**config.mk**
```make
export PLATFORM = sky130hd
export DESIGN_NAME = fetch_sequencer_flat
export DESIGN_NICKNAME = d
export VERILOG_FILES = /design/src/rtl/fetch_sequencer_if.sv /design/src/rtl/fetch_sequencer.sv /design/src/flat_wrapper.sv
export SDC_FILE = /design/constraint.sdc
export NUM_CORES = 1
export LEC_CHECK = 0
export BUFFER_PORTS_ARGS = -buffer_cell sky130_fd_sc_hd__buf_2
export CAP_MARGIN = 30
export CORE_MARGIN = 3
export CORE_UTILIZATION = 48
export CTS_CLUSTER_SIZE = 24
export DETAILED_ROUTE_END_ITERATION = 12
export GPL_TIMING_DRIVEN = 0
export PLACE_DENSITY = 0.78
export REMOVE_ABC_BUFFERS = 1
export SYNTH_ARGS = -nofsm -noshare
export SYNTH_HDL_FRONTEND = slang
export SYNTH_SLANG_ARGS = --single-unit
export TNS_END_PERCENT = 30
```
**constraint.sdc**
```tcl
create_clock -name clock -period 1.8 [get_ports clock]
set_input_delay 0.27 -clock clock [delete_from_list [all_inputs] [get_ports clock]]
set_output_delay 0.27 -clock clock [all_outputs]
set_load 0.1 [all_outputs]
```
**src/rtl/fetch_sequencer_if.sv**
```systemverilog
// Fetch sequencer bus: run control, instruction-memory read handshake,
// IR load/opcode, execute-unit handshake, jump request and status.
interface fetch_sequencer_if;
    logic        run;
    logic        memReq;
    logic        memAck;
    logic [15:0] memAddr;
    logic        irNotLoad;
    logic [6:0]  irOpcode;
    logic        execStart;
    logic        execDone;
    logic        pcLoad;
    logic [15:0] pcIn;
    logic [15:0] pc;
    logic        halted;
    logic        busError;
    logic [2:0]  state;

    // Sequencer side
    modport master (
        input  run, memAck, irOpcode, execDone, pcLoad, pcIn,
        output memReq, memAddr, irNotLoad, execStart, pc, halted, busError, state
    );

    // Environment side: memory, IR, execute unit, core control
    modport slave (
        output run, memAck, irOpcode, execDone, pcLoad, pcIn,
        input  memReq, memAddr, irNotLoad, execStart, pc, halted, busError, state
    );
endinterface

```
**src/rtl/fetch_sequencer.sv**
```systemverilog
// Instruction fetch sequencer for the 16-bit core: owns the PC, runs the
// memory read handshake, strobes the IR, detects HALT and hands each
// instruction to the execute unit.
module fetch_sequencer #(
    parameter logic [15:0] RESET_VECTOR = 16'h0000,
    parameter logic [6:0]  HALT_OPCODE  = 7'h7F,
    parameter int unsigned TIMEOUT      = 16
) (
    input  logic              clock,
    input  logic              reset,
    fetch_sequencer_if.master bus
);
    typedef enum logic [2:0] {
        IDLE   = 3'd0,
        FETCH  = 3'd1,
        DECODE = 3'd2,
        EXEC   = 3'd3,
        HALTED = 3'd4,
        FAULT  = 3'd5
    } state_t;

    // Counter value during the last tolerated no-ack FETCH cycle
    localparam logic [7:0] CNT_LAST = 8'(TIMEOUT - 1);

    state_t      state_q, state_d;
    logic [15:0] pc_q, pc_d;
    logic [7:0]  cnt_q, cnt_d;
    logic        first_q, first_d;     // first EXEC cycle of this instruction
    logic        halted_q, halted_d;
    logic        berr_q, berr_d;
    logic        mem_req, ir_n_load, exec_start;

    // State, PC, timeout counter and status flags
    always_ff @(posedge clock or posedge reset) begin
        if (reset) begin
            state_q  <= IDLE;
            pc_q     <= RESET_VECTOR;
            cnt_q    <= 8'd0;
            first_q  <= 1'b0;
            halted_q <= 1'b0;
            berr_q   <= 1'b0;
        end else begin
            state_q  <= state_d;
            pc_q     <= pc_d;
            cnt_q    <= cnt_d;
            first_q  <= first_d;
            halted_q <= halted_d;
            berr_q   <= berr_d;
        end
    end

    // Next-state logic and decoded strobes
    always_comb begin
        state_d    = state_q;
        pc_d       = pc_q;
        cnt_d      = cnt_q;
        first_d    = 1'b0;
        mem_req    = 1'b0;
        ir_n_load  = 1'b1;
        exec_start = 1'b0;
        case (state_q)
            IDLE: begin
                cnt_d = 8'd0;
                if (bus.run) state_d = FETCH;
            end
            FETCH: begin
                mem_req   = 1'b1;
                // IR captures memory data on the same edge the ack is seen
                ir_n_load = ~bus.memAck;
                if (bus.memAck) begin
                    pc_d    = pc_q + 16'd1;
                    cnt_d   = 8'd0;
                    state_d = DECODE;
                end else if (cnt_q == CNT_LAST) begin
                    cnt_d   = 8'd0;
                    state_d = FAULT;
                end else begin
                    cnt_d = cnt_q + 8'd1;
                end
            end
            DECODE: begin
                if (bus.irOpcode == HALT_OPCODE) begin
                    state_d = HALTED;
                end else begin
                    state_d = EXEC;
                    first_d = 1'b1;
                end
            end
            EXEC: begin
                exec_start = first_q;
                // A jump taken together with done still steers the next fetch
                if (bus.pcLoad) pc_d = bus.pcIn;
                if (bus.execDone) state_d = bus.run ? FETCH : IDLE;
            end
            HALTED: state_d = HALTED;
            FAULT:  state_d = FAULT;
            default: state_d = IDLE;
        endcase
        halted_d = (state_d == HALTED);
        berr_d   = (state_d == FAULT);
    end

    assign bus.memReq    = mem_req;
    assign bus.memAddr   = pc_q;
    assign bus.irNotLoad = ir_n_load;
    assign bus.execStart = exec_start;
    assign bus.pc        = pc_q;
    assign bus.halted    = halted_q;
    assign bus.busError  = berr_q;
    assign bus.state     = state_q;
endmodule

```
**src/flat_wrapper.sv**
```systemverilog
// flat-port wrapper written by rule: the top's interface ports become plain ports
module fetch_sequencer_flat 
#(
    parameter logic [15:0] RESET_VECTOR = 16'h0000,
    parameter logic [6:0]  HALT_OPCODE  = 7'h7F,
    parameter int unsigned TIMEOUT      = 16
)
  (clock, reset, bus_run, bus_memAck, bus_irOpcode, bus_execDone, bus_pcLoad, bus_pcIn, bus_memReq, bus_memAddr, bus_irNotLoad, bus_execStart, bus_pc, bus_halted, bus_busError, bus_state);
  fetch_sequencer_if bus_i ();
  input  logic clock;
  input  logic reset;
  input wire logic [$bits(bus_i.run)-1:0] bus_run;
  input wire logic [$bits(bus_i.memAck)-1:0] bus_memAck;
  input wire logic [$bits(bus_i.irOpcode)-1:0] bus_irOpcode;
  input wire logic [$bits(bus_i.execDone)-1:0] bus_execDone;
  input wire logic [$bits(bus_i.pcLoad)-1:0] bus_pcLoad;
  input wire logic [$bits(bus_i.pcIn)-1:0] bus_pcIn;
  output wire logic [$bits(bus_i.memReq)-1:0] bus_memReq;
  output wire logic [$bits(bus_i.memAddr)-1:0] bus_memAddr;
  output wire logic [$bits(bus_i.irNotLoad)-1:0] bus_irNotLoad;
  output wire logic [$bits(bus_i.execStart)-1:0] bus_execStart;
  output wire logic [$bits(bus_i.pc)-1:0] bus_pc;
  output wire logic [$bits(bus_i.halted)-1:0] bus_halted;
  output wire logic [$bits(bus_i.busError)-1:0] bus_busError;
  output wire logic [$bits(bus_i.state)-1:0] bus_state;
  assign bus_i.run = bus_run;
  assign bus_i.memAck = bus_memAck;
  assign bus_i.irOpcode = bus_irOpcode;
  assign bus_i.execDone = bus_execDone;
  assign bus_i.pcLoad = bus_pcLoad;
  assign bus_i.pcIn = bus_pcIn;
  assign bus_memReq = bus_i.memReq;
  assign bus_memAddr = bus_i.memAddr;
  assign bus_irNotLoad = bus_i.irNotLoad;
  assign bus_execStart = bus_i.execStart;
  assign bus_pc = bus_i.pc;
  assign bus_halted = bus_i.halted;
  assign bus_busError = bus_i.busError;
  assign bus_state = bus_i.state;
  fetch_sequencer #(.RESET_VECTOR(RESET_VECTOR), .HALT_OPCODE(HALT_OPCODE), .TIMEOUT(TIMEOUT)) u_core (.clock(clock), .reset(reset), .bus(bus_i));
endmodule
```
==> results of run 1 <==
==> worst max-delay path by stage <==
stage / endpoint / slack [ps] / cells after the start
floorplan: bus_memReq / -1830 / 1
global placement: u_core.bus.memAddr[7]$_DFFE_PP0P_ / -690 / 4
detailed placement: u_core.bus.memAddr[14]$_DFFE_PP0P_ / -270 / 4
CTS: u_core.bus.memAddr[8]$_DFFE_PP0P_ / -20 / 4
global route: u_core.bus.memAddr[14]$_DFFE_PP0P_ / -70 / 4
finish: bus_irNotLoad / 20 / 4
==> placed cells by master (no fill, tap or decap), drive strengths merged, types with 2 or more instances in the layout <==
cell and count:
nand4b 3, and2 2, a311oi 3, inv 3
clkbuf 8, o41ai 2, mux2i 2, nor3 9
nand2 23, o21ai 14, a21oi 19, a31oi 4
nand3 12, ha 2, xnor2 2, nand2b 6
or4b 2, o22ai 5, nand4 5, nor2b 2
nand3b 3, and3 6, a2bb2oi 2, nor2 21
dfrtp 30, nor4 4, buf 69
==> registers in the layout, indices dropped and copies added, names as in the netlist <==
signal               flops
u_core.bus.halted        1
u_core.bus.busError      1
u_core.cnt_q             8
u_core.bus.memAddr      16
u_core.first_q           1
u_core.bus.state         3
==> kinds of logic (layout without fill, tap and decap cells) <==
| kind of cell | Yosys count | in the layout | share of synthesized area, % |
|---|---|---|---|
| flip-flops | 30 | 30 | 38.8 |
| AO/OA/AOI/OAI | 59 | 59 | 19.1 |
| XOR/XNOR | 2 | 2 | 0.906 |
| multiplexers | 2 | 2 | 1.04 |
| buffers and inverters | 29 | 82 | 9.26 |
| adder cells (fa/ha/maj) | 2 | 2 | 1.29 |
| AND/OR/NAND/NOR | 102 | 103 | 29.6 |
==> per-layer routing <==
layer / vias up / wire length, microns / GRT usage [%]
li1: 929 / - / -
met1: 906 / 2030 / 25.0
met2: 65 / 2170 / 33.6
met3: 5 / 389 / 6.09
met4: 0 / 38 / 4.99
met5: - / 0 / 0
==> layout make-up <==
class / instances / share of cell area (%)
Clock inverter: 1 / 0.213
Multi-Input combinational cell: 168 / 44.0
Sequential cell: 30 / 32.1
Tap cell: 48 / 2.55
Clock buffer: 7 / 3.67
Timing Repair Buffer: 71 / 17.0
Inverter: 3 / 0.479
==> timing repair <==
item                                    4_1_cts  5_1_grt
hold buffers                                  1        0
setup buffers                                 1        0
pin swaps                                     3        0
endpoints found under the setup margin       19       17
gates cloned                                  0        1
hold endpoints to repair                      8        0
gates resized for setup                      10        4
==> through the flow <==
stage          worst slack [ps]  TNS (ps)  utilization, %
2_1_floorplan             -1830    -19890               -
3_3_place_gp               -686     -8510            57.4
3_5_place_dp               -265     -2610            58.3
4_1_cts                   -17.0     -56.0            61.8
5_1_grt                   -69.9      -211            62.3
6_report                   23.8         0            62.3
==> worst max-delay path: stages, from the launching register on <==
cell and delay [ps]:
dfrtp_2 490, nand2b_2 270, nor2_2 160, inv_1 100, buf_6 200
==> run metrics, run 1 <==
setup slack, reg-to-reg 60 ps; diode count 0; first-pass GRT wire length roughly 8000 microns; register area share after synthesis between 30% and 40%; Fill cells 344; crit start category register; clk_skew 7.18 ps; final net count 310; Yosys top cell by area dfrtp_1; Post-Layout Cell Count 328; P&R area growth vs syn 21.6%; crit path max fanout 14; die area 4820 sq um; Crit Reg-Reg Endpoint u_core.bus.memAddr[14]$_DFFE_PP0P_; Longest Clk Path Bufs 2; Worst Hold End u_core.bus.memAddr[1]$_DFFE_PP0P_; R2R Path Start u_core.bus.state[1]$_DFF_PP0_; Reg2Reg Depth 4; critical path class reg2out; initial antenna violation count 0; Worst-Skew Late Latency 290 ps; DRT Wirelength 4630 microns; synth cell count leaders 30 x dfrtp_1, 23 x nand2_1, 21 x nor2_1; status complete, no violations; routability cong. 0.785; via count 1905; Starting Density 51.3%; CTS tree done; top-area cell type share of the netlist area between 30% and 40%; Final Max Tran Viols 0; Crit. Startpoint u_core.bus.state[2]$_DFF_PP0_; Async SR Flop Fraction 100%; maximum number of pins on one net before global-route repair 24; relative slew slack 63.5%; Worst setup EP type output pin; Die Span X 69.5 microns; #FFs+latches synth 30; Main synth FF type dfrtp_1; syn_area_per_cell approximately 8.6 sq um; detailed-route wire length per cell ~14 microns; Synth area leaders dfrtp_1 39%, buf_4 6.2%, a21oi_1 4.7%; most numerous cell in the Yosys netlist dfrtp_1; TritonCTS buffer count 5; Placed Area 2200 sq um; Clk pin slew, worst setup/hold paths 70 ps; fraction of layout cells with a size suffix above 1 between 30% and 40%; Critical Path RT 1530 ps; GRT Total Usage 20.0%; clk sinks 30; Vias/cell 5.81; # setup viols final 0; Cell Area, Synth 1930 sq um; worst hold start bus_pcIn[1]; HPWL after detailed placement 3230 microns; unique cell type count in the Yosys netlist 49; crit share post-route a little over nine tenths; # Max-Cap Violations 0; vias in the first global route ~1800; RSZ-0062 raised after global routing yes; number of synthesized flops with an enable pin 0; Hold Path Class in2reg; # DRC 0; I/O Buffers 68; Yosys warning total 0; DR pass1 iterations 4; clk root buf clkbuf_8; multi-input logic area 1030 sq um; DRT iter0 DRCs 145; Final Hold Vio Count 0; Tmin final between 1500 and 2000 ps; dpl cells 317; Critical Path AT roughly 1500 ps; Die H 69.5 microns; # IOs between 60 and 70; Core Rows 22; CORE AREA around 3800 sq um; FMAX 563 MHz; H-tree levels 2; Mapped Cells between 200 and 250; Worst-Margin Slew 547 ps; post-route cell area about 2400 sq um; Hold Crit Depth 3; total grt overflow 0; final hold slack 218 ps; register area between 700 and 800 sq um; Antenna Nets Post-Route 0
Power of run 1 is not shown: default switching activity piles up to over one toggle a cycle in this logic, so the estimate is an artifact.
==> run 2: changes to the inputs <==
Settings changed: BUFFER_PORTS_ARGS -buffer_cell sky130_fd_sc_hd__buf_2 to unset, CTS_CLUSTER_SIZE 24 to 20, DONT_BUFFER_PORTS set to 1, PLACE_DENSITY 0.78 to unset.
==> run metrics, run 2 (synthesis results as in run 1) <==
status finished, violations left; failing checks setup timing; Longest Clk Path Bufs 2 (unchanged); Setup WS post-layout -165 ps (-189 ps); Die H 69.5 microns (unchanged); maximum number of pins on one net before global-route repair 24 (unchanged); Core Rows 22 (unchanged); Antenna Nets Post-Route 0 (unchanged); via count 1828 (-4.0%); Final Hold Vio Count 0 (unchanged); # setup viols final 11 (+11); Vias/cell 6.28 (+8.2%); clk root buf clkbuf_8; delay-heaviest family, CP flip-flops; CTS tree done; final hold slack 145 ps (-73.1 ps); Worst-Margin Slew 987 ps (+440 ps); CP Cell Sequence buf_6, nand4_4, nor4_4, a311oi_1, a311oi_1; TritonCTS buffer count 5 (unchanged); Critical Path RT 1980 ps (+450 ps); Hold Path Class in2reg; # Max-Cap Violations 0 (unchanged); critical path's slowest cell dfrtp_4; clk_skew 9.20 ps (+2.02 ps); first-pass GRT wire length 8630 microns (+9.1%); Fill cells 267 (-22%); crit path max fanout 5 (-9); diode count 0 (unchanged); Worst setup EP type register; Die Span X 69.5 microns (unchanged); buffers and inverters on the worst path 1 (-1); initial antenna violation count 0 (unchanged); DR pass1 iterations 4 (unchanged); Critical Path AT 2140 ps (+630 ps); vias in the first global route 1773 (+0.62%); DRT Wirelength 5350 microns (+16%); crit-path most repeated cell a311oi_1; # IOs 69 (unchanged); relative slew slack 34.2% (-29 points); CORE AREA 3770 sq um (unchanged); # DRC 0 (unchanged); Critical Path Max Stage Delay 810 ps (+320 ps); routability cong. 0.807 (+2.9%); Clk pin slew, worst setup/hold paths 70 ps (about the same); DRT iter0 DRCs 188 (+30%); FMAX 509 MHz (-9.6%); crit start category register; Final Max Tran Viols 0 (unchanged); GRT Total Usage 22.1% (+2.1 points); RSZ-0062 raised after global routing yes; R2R Path Start u_core.bus.memAddr[6]$_DFFE_PP0P_; total grt overflow 0 (unchanged); Starting Density 51.3% (unchanged); most frequent cells in the layout 21 x nand2_1, 19 x nor2_1, 16 x a21oi_1; commonest non-fill, non-tap cell in the layout nand2_1; Worst-Skew Late Latency 280 ps (about the same); HPWL after detailed placement 3660 microns (+13%); H-tree levels 2 (unchanged); clk sinks 30 (unchanged); Crit. Startpoint u_core.bus.memAddr[6]$_DFFE_PP0P_; critical path class reg2reg; P&R area growth vs syn 33.2%; worst hold start bus_pcIn[1]; Tmin final 1960 ps (+189 ps); detailed-route wire length per cell 18.4 microns (+30%); die area 4820 sq um (unchanged); fraction of layout cells with a size suffix above 1 36.2% (+3.0 points); crit share post-route 109% (+10 points); dpl cells 270 (-15%); I/O Buffers 0 (-100%); Post-Layout Cell Count 291 (-11%); max reg flops 16 (unchanged); final net count 273 (-12%)
-- run 2: stage by stage --
stage	area (sq um)	TNS (ps)	worst slack (ps)	utilization [%]
global placement	1830	-30930	-1940	48.4
CTS	2500	-1350	-146	66.3
finish	2570	-985	-165	68.3
floorplan	1770	-19890	-1830	-
global route	2570	-1790	-250	68.3
detailed placement	2220	-6190	-583	59.0
-- run 2: per-layer routing --
layer	wire length (microns)	part of all wire [%]	GRT usage [%]
met3	307	5.7	7.54
met1	2230	42	25.6
met2	2770	52	38.9
met4	33	0.62	5.42
met5	0	0	0
-- run 2: final timing paths --
check | end | slack [ps] | depth (start not counted)
setup reg to reg | u_core.bus.memAddr[14]$_DFFE_PP0P_ | -160 | 5
hold / removal | u_core.bus.memAddr[1]$_DFFE_PP0P_ | 140 | 2
max in group asynchronous | u_core.bus.memAddr[5]$_DFFE_PP0P_ | 730 | 3
hold reg to reg | u_core.cnt_q[4]$_DFFE_PP0P_ | 560 | 1
min in group asynchronous | u_core.bus.memAddr[3]$_DFFE_PP0P_ | 530 | 2
setup / recovery | u_core.bus.memAddr[14]$_DFFE_PP0P_ | -160 | 5
-- run 2: timing repair --
item | in CTS | in global routing
pin swaps | 6 | 4
cloned | 0 | 1
setup buffers | 11 | 0
setup endpoints to repair | 19 | 18
gates resized for setup | 32 | 15
hold endpoints to repair | 2 | 0
hold buffers | 1 | 0
-- run 2: area by class of cell --
| type | count | area, sq um | share of cell area (%) |
|---|---|---|---|
| timing repair buffer | 34 | 470 | 18.3 |
| inverter | 3 | 15.0 | 0.583 |
| multi-input combinational | 168 | 1150 | 44.8 |
| clock buffer | 8 | 80.1 | 3.11 |
| tap | 48 | 60.1 | 2.33 |
| sequential | 30 | 795 | 30.9 |
Power of run 2 is left out for the same reason.
==> run 3: changes to the inputs <==
Settings changed: PLACE_DENSITY_LB_ADDON set to 0.1.
==> run metrics, run 3 (synthesis results as in run 1) <==
status finished, violations left; failing checks setup timing; # DRC 0 (unchanged); Worst-Skew Late Latency 280 ps (about the same); CP Cell Sequence buf_6, buf_6, nand4_1, nor4_4, nor2_1, nand4b_1; DRT Wirelength 5320 microns (-0.49%); fraction of layout cells with a size suffix above 1 35.1% (-1.1 points); most frequent cells in the layout 23 x nand2_1, 19 x nor2_1, 16 x a21oi_1; CORE AREA 3770 sq um (unchanged); clk root buf clkbuf_8; crit-path most repeated cell buf_6; Vias/cell 6.18 (-1.6%); worst hold start bus_pcIn[1]; detailed-route wire length per cell 18.0 microns (-2.2%); Critical Path RT 1950 ps (-30 ps); # IOs 69 (unchanged); crit share post-route 111% (+1.4 points); crit start category register; Setup WS post-layout -191 ps (-25.9 ps); final net count 278 (+1.8%); commonest non-fill, non-tap cell in the layout nand2_1; clk sinks 30 (unchanged); CTS tree done; setup slack, reg-to-reg -190 ps (-30 ps); Starting Density 51.3% (unchanged); worst slack at placement -603 ps (-19.9 ps); total grt overflow 0 (unchanged); Reg2Reg Depth 6 (+1); Crit. Startpoint u_core.bus.memAddr[9]$_DFFE_PP0P_; RSZ-0062 raised after global routing yes; Final Hold Vio Count 0 (unchanged); first-pass GRT wire length 8580 microns (-0.49%); Tmin final 1990 ps (+25.9 ps); max reg flops 16 (unchanged); GRT Total Usage 21.7% (-0.41 points); Critical Path AT 2140 ps (about the same); critical path's slowest cell dfrtp_4; vias in the first global route 1764 (-0.51%); Worst setup EP type register; R2R Path Start u_core.bus.memAddr[9]$_DFFE_PP0P_; diode count 0 (unchanged); Worst Hold End u_core.bus.memAddr[1]$_DFFE_PP0P_; die area 4820 sq um (unchanged); H-tree levels 2 (unchanged); Crit Reg-Reg Endpoint u_core.bus.memAddr[15]$_DFFE_PP0P_; Die H 69.5 microns (unchanged); DRT iter0 DRCs 155 (-18%); maximum number of pins on one net before global-route repair 23 (-4.2%); HPWL after detailed placement 3350 microns (-8.4%); Clk pin slew, worst setup/hold paths 70 ps (about the same); crit path max fanout 4 (-1); Critical Path Max Stage Delay 810 ps (about the same); FMAX 502 MHz (-1.3%); Antenna Nets Post-Route 0 (unchanged); initial antenna violation count 0 (unchanged); TritonCTS buffer count 5 (unchanged); Die Span X 69.5 microns (unchanged); DR pass1 iterations 4 (unchanged); Hold Crit Depth 2 (unchanged); Worst-Margin Slew 993 ps (+5.75 ps); # Max-Cap Violations 0 (unchanged); Longest Clk Path Bufs 2 (unchanged); Final Max Tran Viols 0 (unchanged); # setup viols final 10 (-1); routability cong. 0.818 (+1.4%); Core Rows 22 (unchanged); Hold Path Class in2reg; critical path class reg2reg; via count 1830 (+0.11%); P&R area growth vs syn 34.6%; clk_skew 8.59 ps (-0.609 ps); I/O Buffers 0 (unchanged); relative slew slack 33.8% (-0.38 points)
## run 3: cell types whose count changed in the layout (fill, tap and decap cells not counted), moves of 2 or more
cell / delta
buf_4: +4
o22ai_1: +3
o22ai_2: -3
buf_12: +2
clkbuf_1: -2
nand2_1: +2
o21ai_0: +2
## run 3: metal layers
metal / part of all wire [%] / routed length, microns / track usage [%] / up-vias
met5: 0 / 0 / 0 / -
met4: 1.2 / 62 / 6.94 / 0
met3: 5.7 / 304 / 5.22 / 9
met2: 51 / 2720 / 36.9 / 72
met1: 42 / 2240 / 26.9 / 889
li1: - / - / - / 860
## run 3: repair_timing
item	CTS	global route
endpoints found under the setup margin	19	14
pin swaps	7	4
gates cloned	1	0
buffers inserted	11	6
hold endpoints to repair	8	0
hold buffers	1	0
resized for setup	28	8
## run 3: final cells by class
class	count	area, sq um
fill	275	1170
timing repair buffer	39	526
clock inverter	1	5.00
clock buffer	7	86.3
tap	48	60.1
inverter	3	15.0
sequential	30	792
multi-input combinational	168	1120
## run 3: worst max path at each step
stage                                                     to  cells after the start
after floorplan                                   bus_memReq                      1
after global routing      u_core.bus.memAddr[15]$_DFFE_PP0P_                      6
final                     u_core.bus.memAddr[15]$_DFFE_PP0P_                      6
after global placement                            bus_memReq                      1
after CTS                 u_core.bus.memAddr[15]$_DFFE_PP0P_                      6
after detailed placement                       bus_execStart                      2
## run 3: worst max-delay path: cells and delay by family, from the launching register on
kind / cells / cell delay, ps
DFF: 1 / 810
buffers and inverters: 2 / 300
and+or+nand+nor: 4 / 750
## run 3: per-stage QoR
stage	utilization, %	hold slack, ps	instance area [sq um]	cells	TNS (ps)
finish	69.0	145	2600	296	-646
global route	69.0	162	2600	296	-1640
CTS	66.8	140	2520	290	-456
detailed placement	59.1	194	2230	269	-5670
global placement	48.4	428	1830	248	-30550
floorplan	-	361	1770	200	-19890
Power of run 3 is left out for the same reason.
